<file path="src/rtl/branch_predictor.sv">
// Direct-mapped branch target buffer with 2-bit saturating direction counters.
// Lookup is combinational on the IF-stage PC. Updates come from the MEM stage,
// which also raises mispredict with the correct redirect PC.
// Optional build macro: BPU_STATS_EN adds resolved-update and mispredict counters.
module branch_predictor #(
    parameter int unsigned  ENTRIES = 16,
    localparam int unsigned IDX_W   = $clog2(ENTRIES)
) (
    input  logic        clk,
    input  logic        reset,
    input  logic [31:0] if_pc,
    output logic        pred_taken,
    output logic [31:0] pred_target,
    input  logic        upd_valid,
    input  logic [31:0] upd_pc,
    input  logic        upd_taken,
    input  logic [31:0] upd_target,
    input  logic        upd_pred_taken,
    input  logic [31:0] upd_pred_target,
    output logic        mispredict,
    output logic [31:0] redirect_pc,
    output logic [31:0] stat_lookups,
    output logic [31:0] stat_mispredicts
);

    localparam int unsigned TAG_W = 30 - IDX_W;

    logic             valid_q  [ENTRIES];
    logic [TAG_W-1:0] tag_q    [ENTRIES];
    logic [29:0]      target_q [ENTRIES];
    logic [1:0]       ctr_q    [ENTRIES];

    logic [IDX_W-1:0] if_idx;
    logic [IDX_W-1:0] upd_idx;
    logic             if_hit;
    logic             upd_hit;

    assign if_idx  = if_pc[IDX_W+1:2];
    assign upd_idx = upd_pc[IDX_W+1:2];
    assign if_hit  = valid_q[if_idx] && (tag_q[if_idx] == if_pc[31:IDX_W+2]);
    assign upd_hit = valid_q[upd_idx] && (tag_q[upd_idx] == upd_pc[31:IDX_W+2]);

    // Prediction from registered table state; no bypass from a same-cycle update.
    always_comb begin
        pred_taken  = if_hit && ctr_q[if_idx][1];
        pred_target = pred_taken ? {target_q[if_idx], 2'b00} : if_pc + 32'd4;
    end

    // Resolution check against what was predicted when the instruction was fetched.
    always_comb begin
        mispredict  = upd_valid && ((upd_pred_taken != upd_taken) ||
                                    (upd_taken && (upd_pred_target != upd_target)));
        redirect_pc = (upd_valid && upd_taken) ? upd_target : upd_pc + 32'd4;
    end

    // Table update: train counters on hits, allocate only on taken misses.
    always_ff @(posedge clk or posedge reset) begin
        if (reset) begin
            for (int i = 0; i < int'(ENTRIES); i++) begin
                valid_q[i]  <= 1'b0;
                tag_q[i]    <= '0;
                target_q[i] <= '0;
                ctr_q[i]    <= 2'b01;
            end
        end else if (upd_valid) begin
            if (upd_hit) begin
                if (upd_taken) begin
                    if (ctr_q[upd_idx] != 2'b11) begin
                        ctr_q[upd_idx] <= ctr_q[upd_idx] + 2'd1;
                    end
                    target_q[upd_idx] <= upd_target[31:2];
                end else if (ctr_q[upd_idx] != 2'b00) begin
                    ctr_q[upd_idx] <= ctr_q[upd_idx] - 2'd1;
                end
            end else if (upd_taken) begin
                valid_q[upd_idx]  <= 1'b1;
                tag_q[upd_idx]    <= upd_pc[31:IDX_W+2];
                target_q[upd_idx] <= upd_target[31:2];
                ctr_q[upd_idx]    <= 2'b10;
            end
        end
    end

`ifdef BPU_STATS_EN
    logic [31:0] lookups_q;
    logic [31:0] mispredicts_q;

    // Free-running wrap-around event counters.
    always_ff @(posedge clk or posedge reset) begin
        if (reset) begin
            lookups_q     <= '0;
            mispredicts_q <= '0;
        end else begin
            if (upd_valid) begin
                lookups_q <= lookups_q + 32'd1;
            end
            if (mispredict) begin
                mispredicts_q <= mispredicts_q + 32'd1;
            end
        end
    end

    assign stat_lookups     = lookups_q;
    assign stat_mispredicts = mispredicts_q;
`else
    assign stat_lookups     = '0;
    assign stat_mispredicts = '0;
`endif

endmodule

</file>
<file path="config.mk">
export PLATFORM = sky130hd
export DESIGN_NAME = branch_predictor
export DESIGN_NICKNAME = d
export VERILOG_FILES = /design/src/rtl/branch_predictor.sv
export SDC_FILE = /design/constraint.sdc
export NUM_CORES = 2
export LEC_CHECK = 0
export CAP_MARGIN = 25
export CORE_ASPECT_RATIO = 1.4
export CORE_UTILIZATION = 30
export CTS_CLUSTER_DIAMETER = 150
export DETAILED_ROUTE_END_ITERATION = 8
export SETUP_SLACK_MARGIN = 0.5
export SYNTH_ARGS = -nofsm -noshare
export SYNTH_HDL_FRONTEND = slang
export SYNTH_SLANG_ARGS = --single-unit
export TNS_END_PERCENT = 100
</file>
<file path="constraint.sdc">
create_clock -name clk -period 37.2 [get_ports clk]
set_clock_uncertainty 0.1 [all_clocks]
set_input_delay 7.44 -clock clk [delete_from_list [all_inputs] [get_ports clk]]
set_output_delay 7.44 -clock clk [all_outputs]
set_load 0.01 [all_outputs]
</file>
==> load_flow_metrics.sql <==
INSERT INTO impl_metrics (metric_group, metric, value, unit) VALUES
('setup_path', 'worst-setup-path-type', 'primary input to output port', ''),
('power_and_ir_drop', 'worst_ir_drop_vdd', '0.0333', 'mV'),
('drt', 'via_per_inst', '5.36', ''),
('drt', 'detail_route.wl_per_cell', '27.4', 'µm'),
('layout', 'final_standard_cell_utilization_of_the_core', '34.4', '%'),
('sta', 'rsz0062_at_grt', 'false', ''),
('clock_network', 'cts_hold_buf', '0', ''),
('drt', 'ant_nets', '0', ''),
('sta', 'slew_headroom', '29.8', '%'),
('job', 'max-cap-violations', '0', ''),
('sta', 'final_min_period_over_clock_period', '55.8', '%'),
('min_path', 'worstHoldPathType', 'flop to flop', ''),
('layout', 'num-nets-final', '3585', ''),
('logic_synthesis', 'synth.cell_area', '0.0501', 'mm²'),
('logic_synthesis', 'syn_area_per_cell', '14.8', 'µm²'),
('clock_network', 'clock_insertion_delay_worst_skew', '0.69', 'ns'),
('clock_network', 'cts-buffers-inserted', '92', ''),
('clock_network', 'tritoncts_num_sinks', '944', ''),
('global_route', 'grt_pass1_vias', '31123', ''),
('logic_synthesis', 'post-synth-top-area-cell', 'sky130_fd_sc_hd__dfrtp_1', ''),
('placement', 'gp_congestion', '0.845', ''),
('logic_synthesis', 'netlist.area_leader.share', '46.3', '%'),
('drt', 'drt_wl_total', '156', 'mm'),
('die', 'start_util', '30.2', '%'),
('power_and_ir_drop', 'p_leak', '24.1', 'nW'),
('layout', 'fill_cells', '15949', ''),
('logic_synthesis', 'yosys_warnings', '0', ''),
('global_route', 'antenna_found_initial', '24', ''),
('die', 'die_height', '486', 'µm'),
('setup_path', 'critical_path.endpoint_type', 'output port', ''),
('logic_synthesis', 'synth_sequential_area_ratio', '47.2', '%'),
('die', 'horizontal_extent_of_the_die', '347', 'µm'),
('clock_network', 'clkSlewWorstSetupHoldPaths', '0.06', 'ns'),
('clock_network', 'number_of_levels_in_the_clock_h_tree', '3', ''),
('setup_path', 'required', '29.66', 'ns'),
('die', 'fp.dieArea', '0.169', 'mm²'),
('layout', 'synthToLayoutAreaGrowth', '14.1', '%'),
('setup_path', 'crit_arrival', '13.22', 'ns'),
('sta', 'timing.fmax', '0.0482', 'GHz'),
('placement', 'port_buffers', '198', ''),
('logic_synthesis', 'ys_async_sr_fraction', '100', '%'),
('sta', 'maxSlewViolCount', '0', ''),
('clock_network', 'tritoncts', 'done', ''),
('drt', 'detailed_router_s_first_iteration_violation_count', '2101', ''),
('setup_path', 'timing.critical_path.from_type', 'primary input', ''),
('die', 'core-area', '0.166', 'mm²'),
('drt', 'num_vias', '30366', ''),
('drt', 'drcViolationCount', '0', ''),
('logic_synthesis', 'synthTopCellsByArea', 'sky130_fd_sc_hd__dfrtp_1 (46%), sky130_fd_sc_hd__mux4_2 (17%), sky130_fd_sc_hd__mux2_2 (17%)', ''),
('logic_synthesis', 'synthCells', '3385', ''),
('sta', 'finalWorstPathRequiredPeriod', '20.76', 'ns'),
('global_route', 'grt_start_max_net_pins', '153', ''),
('clock_network', 'ctsRootBufferMaster', 'sky130_fd_sc_hd__clkbuf_16', ''),
('logic_synthesis', 'synth.distinct_cells', '67', ''),
('sta', 'timing.setup.tns', '0', 'ns'),
('layout', 'multi_input_comb_area', '0.0248', 'mm²'),
('drt', 'first_pass_iters', '5', ''),
('die', 'pin_count', '263', ''),
('setup_path', 'critical_path.max_fanout', '58', ''),
('sta', 'timing_hold_violations_final', '0', ''),
('logic_synthesis', 'synth-seq-cells', '944', ''),
('power_and_ir_drop', 'powerDensity', '51.9', 'mW/mm²'),
('clock_network', 'postCtsSetupRepairBufs', '0', ''),
('layout', 'drive_gt1_share', '45.8', '%'),
('logic_synthesis', 'synth.most_common_cell', 'sky130_fd_sc_hd__dfrtp_1', ''),
('sta', 'final-setup-viol-count', '0', ''),
('clock_network', 'ctsResizeCount', '0', ''),
('logic_synthesis', 'synth.cells.most_frequent', 'sky130_fd_sc_hd__dfrtp_1 (928), sky130_fd_sc_hd__mux2_2 (744), sky130_fd_sc_hd__mux4_2 (379), sky130_fd_sc_hd__clkbuf_1 (200), sky130_fd_sc_hd__mux2_4 (171)', ''),
('layout', 'sequential_cell_area', '0.0236', 'mm²'),
('sta', 'worst-slew-pin-transition', '1.04', 'ns'),
('die', 'rows', '177', ''),
('placement', 'detailed_place_hpwl', '99.8', 'mm'),
('global_route', 'global_route.usage.total', '18.4', '%'),
('clock_network', 'cts-root-to-sink-buffers', '3', ''),
('global_route', 'grt_pass1_wl', '226', 'mm'),
('logic_synthesis', 'synth_enable_flop_cells', '0', ''),
('global_route', 'global_route.overflow_total', '0', ''),
('status', 'status', 'complete, no violations', ''),
('logic_synthesis', 'ys_dominant_reg_cell', 'sky130_fd_sc_hd__dfrtp_1', '');
cell families (layout without fill, tap and decap cells):
logic type / count (synthesis) / after routing / share of synthesized area [%]
compound gates: 164 / 164 / 2.01
buf+inv: 407 / 474 / 4.21
simple gates: 348 / 348 / 3.49
flops: 944 / 944 / 47.2
other cells: 1 / 68 / 0.00748
mux: 1372 / 1372 / 40.4
fa+ha+maj: 7 / 7 / 0.175
xor+xnor: 142 / 142 / 2.48
layout make-up:
class	count	area share (%)
diodes	4	0.0175
clock buffers	131	4.72
clock inverters	33	0.849
well taps	2148	4.70
flip-flops and latches	944	41.3
repair buffers	294	4.92
multi-input cells	2097	43.3
inverters	16	0.118
per-stage QoR:
step / worst slack (ns) / hold slack (ns) / cells / power (mW) / cell area [µm²]
2_1_floorplan: 3.14 / 0.345 / 3448 / 1.80 / 50300
3_3_place_gp: 16.59 / 0.357 / 5491 / 1.97 / 53800
3_5_place_dp: 16.55 / 0.370 / 5493 / 1.99 / 53800
4_1_cts: 16.55 / 0.384 / 5657 / 2.99 / 57000
5_1_grt: 16.18 / 0.406 / 5664 / 3.09 / 57200
6_report: 16.44 / 0.383 / 5667 / 2.97 / 57200
cell usage in the layout (no fill, tap or decap), types with 17 or more instances in the layout:
cell / instances
sky130_fd_sc_hd__and3_1: 17
sky130_fd_sc_hd__buf_4: 92
sky130_fd_sc_hd__clkbuf_16: 94
sky130_fd_sc_hd__clkbuf_8: 21
sky130_fd_sc_hd__clkdlybuf4s50_1: 190
sky130_fd_sc_hd__conb_1: 64
sky130_fd_sc_hd__dfrtp_1: 928
sky130_fd_sc_hd__mux2_2: 744
sky130_fd_sc_hd__mux2_4: 171
sky130_fd_sc_hd__mux2i_1: 74
sky130_fd_sc_hd__mux4_2: 379
sky130_fd_sc_hd__nand2_1: 140
sky130_fd_sc_hd__nand3_1: 38
sky130_fd_sc_hd__nand4_1: 19
sky130_fd_sc_hd__nor2_1: 27
sky130_fd_sc_hd__o21ai_0: 85
sky130_fd_sc_hd__o22ai_1: 18
sky130_fd_sc_hd__xnor2_1: 82
sky130_fd_sc_hd__xor2_1: 60
layer usage:
layer / wire (µm) / vias up / global-route usage [%]
met3: 9870 / 260 / 3.82
met2: 74400 / 976 / 29.9
met4: 5670 / 36 / 6.68
li1: - / 12603 / -
met5: 232 / - / 0
met1: 65400 / 16491 / 24.1
flip-flops by register name, indices dropped and copies added (netlist names):
register  flops
ctr_q        32
tag_q       416
target_q    480
valid_q      16
path summary, 6_finish.rpt:
kind,slack (ns),startpoint,depth (start not counted),endpoint
max in group asynchronous,26.59,reset,7,target_q[24]
min,0.38,target_q[142],2,target_q[142]
min reg2reg,0.38,target_q[142],2,target_q[142]
max reg2reg,32.10,tag_q[11],10,ctr_q[9]
min in group asynchronous,7.11,reset,2,ctr_q[9]
max,16.44,if_pc[3],12,pred_target[9]
power breakdown:
| part | switching (mW) | total, mW | leakage [nW] | internal [mW] |
|---|---|---|---|---|
| sequential | 0.127 | 1.35 | 12.0 | 1.22 |
| combinational | 0.249 | 0.619 | 10.5 | 0.370 |
| clock | 0.415 | 0.997 | 1.57 | 0.582 |
| total | 0.791 | 2.97 | 24.1 | 2.18 |
critical path, cell delays in order:
cell	delay, ns
sky130_fd_sc_hd__buf_8	0.31
sky130_fd_sc_hd__buf_4	0.82
sky130_fd_sc_hd__buf_4	0.79
sky130_fd_sc_hd__mux4_2	0.41
sky130_fd_sc_hd__mux4_2	0.54
sky130_fd_sc_hd__xnor2_1	0.28
sky130_fd_sc_hd__nand2_1	0.12
sky130_fd_sc_hd__or3_1	0.39
sky130_fd_sc_hd__or4_1	0.53
sky130_fd_sc_hd__or4b_4	0.65
sky130_fd_sc_hd__mux2_1	0.36
sky130_fd_sc_hd__clkdlybuf4s50_1	0.48
Note: power is estimated with default switching activity, not from simulation.
